File: config.mk
export PLATFORM = sky130hd
export DESIGN_NAME = led_ctrl_debounced
export DESIGN_NICKNAME = d
export VERILOG_FILES = /design/src/rtl/led_ctrl_debounced.sv
export SDC_FILE = /design/constraint.sdc
export NUM_CORES = 1
export LEC_CHECK = 0
export BUFFER_PORTS_ARGS = -buffer_cell sky130_fd_sc_hd__buf_2
export CAP_MARGIN = 20
export CORE_ASPECT_RATIO = 1.5
export CORE_MARGIN = 4
export CORE_UTILIZATION = 58
export DETAILED_ROUTE_END_ITERATION = 10
export HOLD_SLACK_MARGIN = 0.1
export PLACE_DENSITY = 0.82
export SLEW_MARGIN = 20
export SYNTH_ARGS = -nofsm -noshare
export SYNTH_HDL_FRONTEND = slang
export SYNTH_SLANG_ARGS = --single-unit
File: constraint.sdc
create_clock -name clk -period 4.4 [get_ports clk]
set_input_delay 0.66 -clock clk [delete_from_list [all_inputs] [get_ports clk]]
set_output_delay 0.66 -clock clk [all_outputs]
set_load 0.01 [all_outputs]
File: src/rtl/led_ctrl_debounced.sv
// Button-to-LED controller: two-flop synchroniser, per-channel debounce with
// press pulses, toggle latches and a free-running PWM dimmer feeding registered LEDs.
module led_ctrl_debounced #(
  parameter int NUM_CH     = 4,
  parameter int DEB_CYCLES = 4,
  parameter int PWM_BITS   = 4
) (
  input  logic                clk,
  input  logic                rst_n,
  input  logic [NUM_CH-1:0]   btn,
  input  logic [1:0]          mode,
  input  logic [PWM_BITS-1:0] duty,
  output logic [NUM_CH-1:0]   btn_db,
  output logic [NUM_CH-1:0]   press_pulse,
  output logic [NUM_CH-1:0]   led
);

  localparam int CNT_W = (DEB_CYCLES > 2) ? $clog2(DEB_CYCLES) : 1;
  localparam logic [CNT_W-1:0] CNT_LAST = CNT_W'(DEB_CYCLES - 1);

  typedef enum logic [1:0] {
    MODE_DIRECT = 2'b00,
    MODE_TOGGLE = 2'b01,
    MODE_PWM    = 2'b10,
    MODE_INVERT = 2'b11
  } mode_e;

  logic [NUM_CH-1:0]             r_sync1, r_sync2;
  logic [NUM_CH-1:0]             r_btn_db, r_pulse, r_tog, r_led;
  logic [NUM_CH-1:0][CNT_W-1:0]  r_cnt;
  logic [PWM_BITS-1:0]           r_pwm_cnt;

  logic [NUM_CH-1:0][CNT_W-1:0]  w_cnt_nxt;
  logic [NUM_CH-1:0]             w_db_nxt, w_pulse_nxt, w_led_nxt;
  logic                          w_pwm_on;

  // All-ones duty means fully on rather than one slot short of it.
  assign w_pwm_on = (duty == '1) || (r_pwm_cnt < duty);

  // NOTE: every signal written here gets a default first, so no latch is inferred.
  always_comb begin
    w_cnt_nxt   = r_cnt;
    w_db_nxt    = r_btn_db;
    w_pulse_nxt = '0;
    for (int i = 0; i < NUM_CH; i++) begin
      if (r_sync2[i] == r_btn_db[i]) begin
        w_cnt_nxt[i] = '0;
      end else if (r_cnt[i] == CNT_LAST) begin
        w_cnt_nxt[i]   = '0;
        w_db_nxt[i]    = r_sync2[i];
        w_pulse_nxt[i] = r_sync2[i];
      end else begin
        w_cnt_nxt[i] = r_cnt[i] + CNT_W'(1);
      end
    end
  end

  always_comb begin
    w_led_nxt = '0;
    case (mode_e'(mode))
      MODE_DIRECT: w_led_nxt = r_btn_db;
      MODE_TOGGLE: w_led_nxt = r_tog;
      MODE_PWM:    w_led_nxt = r_tog & {NUM_CH{w_pwm_on}};
      MODE_INVERT: w_led_nxt = ~r_btn_db;
      default:     w_led_nxt = '0;
    endcase
  end

  // NOTE: sequential state uses non-blocking assignments so every flop samples pre-edge values.
  always_ff @(posedge clk or negedge rst_n) begin
    if (!rst_n) begin
      r_sync1   <= '0;
      r_sync2   <= '0;
      r_btn_db  <= '0;
      r_pulse   <= '0;
      r_tog     <= '0;
      r_led     <= '0;
      r_cnt     <= '0;
      r_pwm_cnt <= '0;
    end else begin
      r_sync1   <= btn;
      r_sync2   <= r_sync1;
      r_cnt     <= w_cnt_nxt;
      r_btn_db  <= w_db_nxt;
      r_pulse   <= w_pulse_nxt;
      r_tog     <= r_tog ^ r_pulse;
      r_led     <= w_led_nxt;
      r_pwm_cnt <= r_pwm_cnt + PWM_BITS'(1);
    end
  end

  assign btn_db      = r_btn_db;
  assign press_pulse = r_pulse;
  assign led         = r_led;

endmodule

# Word-level counts from Yosys, hierarchy flattened
# Cells that the tools add are included.
[op_classes]
addsub = 5
mul = 0
div = 0
n_lt_le_gt_ge = 1
eq_ne = 12
n_shift = 0
mux = 17
bitwise = 7
reduce_logical = 6
[ops]
columns = ["operator", "n"]
rows = [
  ["2-bit 2-to-1 mux", 8],
  ["4-bit one-hot mux with 4 select lines", 1],
  ["2-bit equality test (second input constant)", 6],
  ["2-bit by 1-bit adder with 2-bit output (second input constant)", 4],
  ["1-bit 2-to-1 mux", 8],
  ["2-bit AND reduction", 4],
  ["4-bit by 1-bit adder with 4-bit output (second input constant)", 1],
  ["4-bit AND", 1],
  ["1-bit equality test", 4],
  ["4-bit equality test (second input constant)", 1],
  ["4-bit less-than comparator", 1],
  ["1-bit NOT", 4],
  ["4-bit NOT", 1],
  ["4-bit bitwise XOR", 1],
  ["2-bit by 1-bit equality test with 1-bit output (second input constant)", 1],
  ["2-bit logical NOT", 1],
  ["1-bit logical OR", 1],
]
[totals]
reg_bits = 36
latch_bits = 0
ramBits = 0
romBits = 0
out_inout_bits = 12
word_cells = 62
memories = 0

# Longest topological paths before layout
# Gate-level depths: netlist of run 1.
[logic_depth]
ltp_word = 4
depth_mapped = 5
ltp_nobuf = 5

# Least setup slack after synthesis of run 1
# Ideal clock, no wire load.
[synth_timing]
path_type = "input to register"
start = "input duty[2]"
end = "register r_led[0] (netlist: led[0])"
arrival_ns = 1.571
path_slack_ns = 2.726
stages = 5
n_path_buf = 0
path_cell_list = "inv_1 ha_1 a211oi_2 o21ai_2 a221oi_1"
[synth_via]
elab_chain_cells = 4
elab_cells_between_ends = 5
cone_classes = "order compare: 1; eq/ne: 1; mux: 1; bitwise: 1; reduce/logical: 1"
[synth_rtl]
columns = ["item", "line_no", "source"]
rows = [
  ["start: declaration", "12", "input logic [PWM_BITS-1:0] duty,"],
  ["4-bit less-than comparator / 4-bit equality test (equally long branches)", "38", "assign w_pwm_on = (duty == '1) || (r_pwm_cnt < duty);"],
  ["1-bit logical OR (*)", "38", ""],
  ["4-bit AND (*)", "63", "MODE_PWM: w_led_nxt = r_tog & {NUM_CH{w_pwm_on}};"],
  ["4-bit one-hot mux with 4 select lines (*)", "60", "case (mode_e'(mode))"],
  ["net w_led_nxt[0]", "34", "logic [NUM_CH-1:0] w_db_nxt, w_pulse_nxt, w_led_nxt;"],
  ["end signal: assignment", "87", "r_led <= w_led_nxt;"],
  ["end: declaration", "29", "logic [NUM_CH-1:0] r_btn_db, r_pulse, r_tog, r_led;"],
]
# The timed path passes the listed nets; every way through them passes the cells marked *.
# A chain may end at the register's enable or synchronous reset.

# Worst setup path in the final report of run 1
[layout_timing]
start = "register r_btn_db[2] (netlist: btn_db[2])"
end = "output btn_db[2]"
[layout_lines]
columns = ["item", "line_no", "source"]
rows = [
  ["start: declaration", "29", ""],
  ["start signal: assignment", "84", "r_btn_db <= w_db_nxt;"],
  ["end: declaration", "13", "output logic [NUM_CH-1:0] btn_db,"],
]
# No word-level cell between the ends.

==> results of run 1 <==
-- cell usage in the layout, fill, tap and decap left out --
cell type   n
nor2b_1     5
a211oi_2    1
o21ai_0     7
a211oi_1    4
nand4_1     1
ha_1        8
nand2_1     9
o21ai_2     1
and4bb_1    1
nor3_1      4
nand3_1     1
bufinv_16   1
inv_1       8
a221oi_1    4
xor2_1      5
o21ai_1     1
xnor2_1     5
nor2_1      5
buf_2      23
clkbuf_8    2
and2b_1     4
clkbuf_4    5
dfrtp_1    36
-- report_power, final --
group	leakage (nW)	switching, mW	internal, mW	total (mW)
Clock	0.0515	0.102	0.151	0.253
Combinational	0.357	0.0987	0.0972	0.196
Sequential	0.449	0.0630	0.413	0.476
Total	0.858	0.264	0.661	0.925
-- state kept, by name, summed over array words and instances, names as in the netlist --
register and flops:
btn_db 4, led 4, press_pulse 4, r_cnt 8, r_pwm_cnt 4, r_sync1 4
r_sync2 4, r_tog 4
-- stage by stage --
stage	power [mW]	instances	worst slack, ps
after floorplan	0.6033	112	2726
after global placement	0.6631	156	2590
after detailed placement	0.6831	156	2488
after CTS	0.9434	164	2746
after global routing	0.9955	164	2690
final	0.9249	164	2773
-- routing by layer --
layer | track usage, % | wire (um) | part of all wire (%)
met5 | 0 | 0 | 0
met4 | 8.304 | 53 | 2.4
met3 | 6.882 | 142 | 6.4
met2 | 27.29 | 1153 | 52
met1 | 15.93 | 876 | 39
-- kinds of logic after synthesis --
kind of cell / share of synthesized area [%]
AO/OA/AOI/OAI: 8.890
XOR/XNOR: 6.162
adder cells (fa/ha/maj): 7.043
buffers and inverters: 3.433
flip-flops: 63.38
AND/OR/NAND/NOR: 11.09
-- cell type report --
| type | instances | area, um^2 | area share, % |
|---|---|---|---|
| flip-flops and latches | 36 | 900.9 | 54.88 |
| inverters | 8 | 30.03 | 1.829 |
| well taps | 23 | 28.78 | 1.753 |
| clock buffers | 7 | 65.06 | 3.963 |
| clock inverters | 1 | 30.03 | 1.829 |
| repair buffers | 23 | 115.1 | 7.012 |
| multi-input cells | 66 | 471.7 | 28.73 |
-- worst paths after layout --
path,start,endpoint,slack [ps],cells after the start
worst max-delay path,btn_db[2],btn_db[2],2770,1
worst min-delay path,r_sync1[3],r_sync2[3],360,0
worst max register to register,r_pwm_cnt[2],led[3],2890,4
worst min register to register,r_sync1[3],r_sync2[3],360,0
max in group asynchronous,rst_n,led[2],3560,1
min in group asynchronous,rst_n,btn_db[2],380,1
-- cell usage after synthesis --
master,n
dfrtp_1,36
nand2_1,9
ha_1,8
inv_1,8
o21ai_0,7
nor2_1,5
nor2b_1,5
xnor2_1,5
xor2_1,5
a211oi_1,4
a221oi_1,4
and2b_1,4
nor3_1,4
a211oi_2,1
and4bb_1,1
buf_4,1
buf_6,1
nand3_1,1
nand4_1,1
o21ai_1,1
o21ai_2,1
==> results.sh, run 1 <==
export IMPL_status="completed"
export IMPL_path_class="flop to output port"
export IMPL_numCtsBuffers=5
export IMPL_drc=0
export IMPL_critPathBufInv=1
export IMPL_antenna_left=0
export IMPL_first_iter_violations=12
export IMPL_place_congestion=0.7139
export IMPL_place_area_um2=1546
export IMPL_wl_um=2225
export IMPL_drive_gt1_share_pct=23.40
export IMPL_fillers=169
export IMPL_required_ps=3740
export IMPL_ys_types=21
export IMPL_dp_hpwl_um=1676
export IMPL_crit_path_start_kind="flop"
export IMPL_hold_path_class="flop to flop"
export IMPL_grt_setup_unrepaired="false"
export IMPL_ioPinCount=24
export IMPL_cp_slowest_cell="dfrtp_1"
export IMPL_maxSlewHeadroom_pct=51.05
export IMPL_syn_nets=132
export IMPL_slew_violations=0
export IMPL_worstMarginPinSlew_ps=734.2
export IMPL_dr_pass1_iters=3
export IMPL_worstPathArrival_ps=970
export IMPL_grt_pass1_vias=888
export IMPL_io_buffers=23
export IMPL_netlist_area_um2=1421
export IMPL_synth_area_leaders="dfrtp_1 (63%), ha_1 (7.0%), xnor2_1 (3.1%)"
export IMPL_htree_levels=2
export IMPL_via_per_inst=5.421
export IMPL_critPathMaxStageDelay_ps=460
export IMPL_grt_usage_pct=15.73
export IMPL_core_rowCount=21
export IMPL_vias=889
export IMPL_power_density_nw_per_um2=563.4
export IMPL_critPathTopFamily="flip-flops"
export IMPL_diodes=0
export IMPL_cp_cell_sequence="buf_2"
export IMPL_grt_pass1_wl_um=3801
export IMPL_worst_skew_pair_late_latency_ps=330
export IMPL_leakage_nw=0.8580
export IMPL_postCtsSetupBuffers=0
export IMPL_ir_drop_mv=0.3446
export IMPL_finalClockSkew_ps=6.842
export IMPL_yosysTopAreaCell="dfrtp_1"
export IMPL_tns_ps=0
export IMPL_start_util_pct=62.18
export IMPL_routedWlPerCell_um=13.57
export IMPL_drv_cap=0
export IMPL_ys_seq_area_share_pct=63.38
export IMPL_hold_buffers=0
export IMPL_grt_overflow_total=0
export IMPL_cts_tree="built"
export IMPL_cts_resized=0
export IMPL_period_minus_slack_ps=1627
export IMPL_hold_viol_final=0
export IMPL_nNetsFinal=160
export IMPL_cts_path_max_buffers=2
export IMPL_setup_viol=0
export IMPL_fin_util_pct=71.81
export IMPL_clock_sinks=36
export IMPL_cp_max_fo=6
export IMPL_timing_final_crit_share_pct=36.99
export IMPL_ys_seq_elements=36
export IMPL_cts_root_buf="clkbuf_4"
export IMPL_synth_top_area_share_pct=63.38
export IMPL_die_area_um2=3323
export IMPL_cts_clk_slew_worst_paths_ps=100
export IMPL_synthCells=112
export IMPL_die_x_um=48.42
export IMPL_syn_avg_cell_area_um2=12.69
export IMPL_synth_warnings=0
export IMPL_fp_dieH_um=68.63
export IMPL_synthToLayoutAreaGrowth_pct=15.49
export IMPL_clock_fmax_ghz=0.6145
export IMPL_core_area_um2=2286
export IMPL_cp_end_kind="output port"
export IMPL_antenna_found_initial=0
export IMPL_whs_ps=357.7
export IMPL_grt_max_degree=37
export IMPL_design_area_um2=1642
Note: power is estimated with default switching activity, not from simulation.
==> run 2: changes to the inputs <==
- CORE_UTILIZATION: 58 -> 54
- PLACE_DENSITY: 0.82 -> 0.77
- clock period: 4.4 -> 1.65 ns (I/O delays scaled with it)
==> results.sh, run 2 (synthesis gave the netlist of run 1 again) <==
export IMPL_mostFrequentLayoutCell="dfrtp_1"
export IMPL_intPower_mw=1.584
export IMPL_place_area_um2=1555
export IMPL_grt_overflow_total=0
export IMPL_timing_final_crit_share_pct=92.22
export IMPL_status="completed"
export IMPL_ir_drop_mv=0.8816
export IMPL_largest_register="r_cnt"
export IMPL_grt_pass1_vias=931
export IMPL_die_x_um=49.89
export IMPL_period_minus_slack_ps=1522
export IMPL_drive_gt1_share_pct=22.45
export IMPL_cts_clk_slew_worst_paths_ps=100
export IMPL_grt_setup_unrepaired="false"
export IMPL_path_class="flop to flop"
export IMPL_fp_dieH_um=70.84
export IMPL_cp_end_kind="flop"
export IMPL_routedWlPerCell_um=12.69
export IMPL_sw_frac_of_total_pct=30.42
export IMPL_dp_hpwl_um=1583
export IMPL_htree_levels=2
export IMPL_pwr_share_comb_pct=23.8
export IMPL_first_iter_violations=14
export IMPL_critPathMaxStageDelay_ps=430
export IMPL_ioPinCount=24
export IMPL_clockPowerShare_pct=20.5
export IMPL_core_area_um2=2477
export IMPL_vias=914
export IMPL_critPathTopFamily="compound AO/OA/AOI/OAI gates"
export IMPL_via_per_inst=5.345
export IMPL_hold_path_class="primary input to flop"
export IMPL_leakage_nw=0.8674
export IMPL_layout_common_cells="dfrtp_1 (36), buf_2 (23), nand2_1 (9)"
export IMPL_start_util_pct=57.37
export IMPL_grt_pass1_wl_um=3864
export IMPL_crit_path_start_kind="flop"
export IMPL_worstMarginPinSlew_ps=437.9
export IMPL_core_rowCount=22
export IMPL_grt_usage_pct=14.76
export IMPL_required_ps=1880
export IMPL_pre_cts_ws_ps=144.0
export IMPL_drv_cap=0
export IMPL_io_buffers=23
export IMPL_finalClockSkew_ps=10.56
export IMPL_dp_cells=158
export IMPL_antenna_found_initial=0
export IMPL_hold_viol_final=0
export IMPL_wl_um=2170
export IMPL_slew_violations=0
export IMPL_cp_max_fo=4
export IMPL_antenna_left=0
export IMPL_worstPathArrival_ps=1750
export IMPL_critPathBufInv=0
export IMPL_worst_skew_pair_late_latency_ps=330
export IMPL_clock_fmax_ghz=0.6572
export IMPL_pwr_share_seq_pct=55.7
export IMPL_postCtsSetupBuffers=0
export IMPL_largest_reg_flops=8
export IMPL_design_area_um2=1670
export IMPL_numCtsBuffers=5
export IMPL_cts_tree="built"
export IMPL_setup_viol=0
export IMPL_synthToLayoutAreaGrowth_pct=17.52
export IMPL_tns_ps=0
export IMPL_place_congestion=0.7029
export IMPL_grt_max_degree=37
export IMPL_dr_pass1_iters=2
export IMPL_power_density_nw_per_um2=1363
export IMPL_clock_sinks=36
export IMPL_whs_ps=224.1
export IMPL_cts_path_max_buffers=2
export IMPL_layout_cells_non_filler=171
export IMPL_cts_root_buf="clkbuf_4"
export IMPL_nNetsFinal=166
export IMPL_cp_cell_sequence="ha_1 -> a211oi_2 -> o21ai_2 -> a221oi_1"
export IMPL_maxSlewHeadroom_pct=70.80
export IMPL_drc=0
export IMPL_power_switching_mw=0.6925
export IMPL_cp_slowest_cell="dfrtp_1"
export IMPL_die_area_um2=3534
export IMPL_final_setup_worst_slack_ps=128.4
export IMPL_diodes=0
==> run 2: final timing paths <==
check | slack, ps | endpoint | start | depth (start not counted)
worst max register to register | 130 | led[3] | r_pwm_cnt[2] | 4
worst min-delay path | 220 | led[0] | mode[1] | 2
worst max-delay path | 130 | led[3] | r_pwm_cnt[2] | 4
max in group asynchronous | 870 | r_sync2[0] | rst_n | 3
worst min register to register | 360 | r_sync2[2] | r_sync1[2] | 0
min in group asynchronous | 470 | r_pwm_cnt[3] | rst_n | 3
==> run 2: timing repair <==
| item | in CTS | in global routing |
|---|---|---|
| resized for setup | 0 | 1 |
| hold buffers | 5 | 0 |
| endpoints found under the hold margin | 40 | 0 |
| setup endpoints to repair | 0 | 1 |
==> run 2: routing by layer <==
metal | wire [um] | up-vias | track usage, %
li1 | - | 447 | -
met1 | 805 | 439 | 14.63
met2 | 1169 | 22 | 25.77
met3 | 140 | 6 | 5.684
met4 | 55 | 0 | 8.308
met5 | 0 | - | 0
==> run 2: power by group through the flow <==
stage,logic [mW],registers (mW),clock network (mW)
after floorplan,0.310,1.30,0
after global placement,0.499,1.27,0
after detailed placement,0.536,1.29,0
after CTS,0.551,1.27,0.497
after global routing,0.619,1.30,0.528
final,0.542,1.27,0.466
==> run 2: final cells by class <==
type	count	area [um^2]
timing repair buffer	29	172.7
multi-input combinational	66	478.0
clock buffer	8	58.81
sequential	36	900.9
fill	187	807.0
inverter	8	30.03
tap	24	30.03
==> run 2: per-stage QoR <==
step,utilization [%],power [mW]
final,67.42,2.277
after global routing,67.42,2.450
after CTS,67.17,2.322
after detailed placement,62.78,1.829
after global placement,62.78,1.773
after floorplan,-,1.609
==> run 3: changes to the inputs <==
- PLACE_DENSITY: 0.77 -> 0.81
==> results.sh, run 3 (synthesis gave the netlist of run 1 again) <==
export IMPL_dr_pass1_iters=3
export IMPL_largest_reg_flops=8
export IMPL_hp_start="mode[1]"
export IMPL_total_power_mw=2.216
export IMPL_first_iter_violations=14
export IMPL_grt_pass1_vias=979
export IMPL_layout_cells_non_filler=169
export IMPL_worst_hold_path_endpoint="led[3]"
export IMPL_clock_sinks=36
export IMPL_critPathMaxStageDelay_ps=420
export IMPL_htree_levels=2
export IMPL_wl_um=2240
export IMPL_fp_dieH_um=70.84
export IMPL_routedWlPerCell_um=13.25
export IMPL_antenna_found_initial=0
export IMPL_grt_max_degree=37
export IMPL_worstMarginPinSlew_ps=751.8
export IMPL_cts_path_max_buffers=2
export IMPL_cts_tree="built"
export IMPL_whs_ps=207.8
export IMPL_place_congestion=0.7191
export IMPL_numCtsBuffers=5
export IMPL_cp_end_kind="flop"
export IMPL_start_util_pct=57.37
export IMPL_timing_final_crit_share_pct=90.67
export IMPL_regToRegEndpoint="led[1]"
export IMPL_drc=0
export IMPL_slew_violations=0
export IMPL_worst_skew_pair_late_latency_ps=340
export IMPL_layout_common_cells="dfrtp_1 (36), buf_2 (23), nand2_1 (9)"
export IMPL_drv_cap=0
export IMPL_core_area_um2=2477
export IMPL_leakage_nw=0.8554
export IMPL_power_density_nw_per_um2=1348
export IMPL_required_ps=1880
export IMPL_via_per_inst=5.444
export IMPL_status="completed"
export IMPL_finalClockSkew_ps=18.86
export IMPL_r2r_start="r_pwm_cnt[2]"
export IMPL_cts_root_buf="clkbuf_4"
export IMPL_die_x_um=49.89
export IMPL_hold_depth=2
export IMPL_mostFrequentLayoutCell="dfrtp_1"
export IMPL_cts_resized=0
export IMPL_cp_max_fo=4
export IMPL_ioPinCount=24
export IMPL_hold_path_class="primary input to flop"
export IMPL_tns_ps=0
export IMPL_dp_hpwl_um=1644
export IMPL_grt_overflow_total=0
export IMPL_regToRegSetupSlack_ps=150
export IMPL_cp_slowest_cell="dfrtp_1"
export IMPL_synthToLayoutAreaGrowth_pct=15.67
export IMPL_ir_drop_mv=0.7327
export IMPL_place_area_um2=1548
export IMPL_vias=920
export IMPL_nNetsFinal=165
export IMPL_worstPathArrival_ps=1730
export IMPL_hold_viol_final=0
export IMPL_largest_register="r_cnt"
export IMPL_drive_gt1_share_pct=21.38
export IMPL_maxSlewHeadroom_pct=49.88
export IMPL_design_area_um2=1644
export IMPL_critPathBufInv=0
export IMPL_crit_path_start_kind="flop"
export IMPL_grt_pass1_wl_um=4209
export IMPL_reg2reg_depth=4
export IMPL_dp_cells=157
export IMPL_cts_clk_slew_worst_paths_ps=110
export IMPL_setup_viol=0
export IMPL_die_area_um2=3534
export IMPL_diodes=0
export IMPL_grt_usage_pct=16.07
export IMPL_postCtsSetupBuffers=0
export IMPL_cp_cell_sequence="ha_1 -> a211oi_2 -> o21ai_2 -> a221oi_1"
export IMPL_clock_fmax_ghz=0.6684
export IMPL_path_class="flop to flop"
export IMPL_period_minus_slack_ps=1496
export IMPL_io_buffers=23
export IMPL_grt_setup_unrepaired="false"
export IMPL_antenna_left=0
export IMPL_critPathTopFamily="compound AO/OA/AOI/OAI gates"
export IMPL_core_rowCount=22
[run 3: cell types whose count changed in the layout (fill, tap and decap cells not counted)]
cell	delta
buf_4	-1
clkbuf_1	-1
clkinv_2	+1
a221oi_1	+1
clkbuf_8	-1
a221oi_2	-1
[run 3: cell type report]
class	count	area (um^2)
sequential	36	900.9
fill	181	833.3
multi-input combinational	66	471.7
timing repair buffer	28	165.2
clock buffer	6	41.29
inverter	8	30.03
tap	24	30.03
clock inverter	1	5.005
[run 3: what timing repair did]
action	4_1_cts	5_1_grt
hold buffers	5	0
endpoints found under the hold margin	40	0
endpoints found under the setup margin	0	0
[run 3: where the power goes]
| group | total [mW] | internal, mW | leakage [nW] | switching, mW |
|---|---|---|---|---|
| logic | 0.528 | 0.266 | 0.378 | 0.262 |
| registers | 1.27 | 1.10 | 0.449 | 0.169 |
| clock network | 0.417 | 0.157 | 0.0281 | 0.261 |
| total | 2.22 | 1.52 | 0.855 | 0.692 |
[run 3: stage by stage]
step                worst slack (ps)  utilization [%]
detailed placement             175.3            62.47
CTS                            156.2            66.36
floorplan                      280.6                -
global placement               233.0            62.47
finish                         153.9            66.36
global route                   33.27            66.36
[run 3: per-layer routing]
layer,share of wire (%),vias up,track usage (%)
met3,5.9,6,6.105
met2,51,23,27.98
met5,0,-,0
li1,-,448,-
met1,41,443,16.81
met4,1.8,0,7.385
[run 3: worst max-delay path by stage]
stage	from	endpoint	slack, ps	cells past startpoint
after floorplan	r_pwm_cnt[2]	led[0]	280	4
after global placement	r_pwm_cnt[2]	led[3]	230	4
after detailed placement	r_pwm_cnt[2]	led[1]	180	4
after CTS	r_pwm_cnt[2]	led[1]	160	4
after global routing	r_pwm_cnt[2]	led[1]	30	4
final	r_pwm_cnt[2]	led[1]	150	4
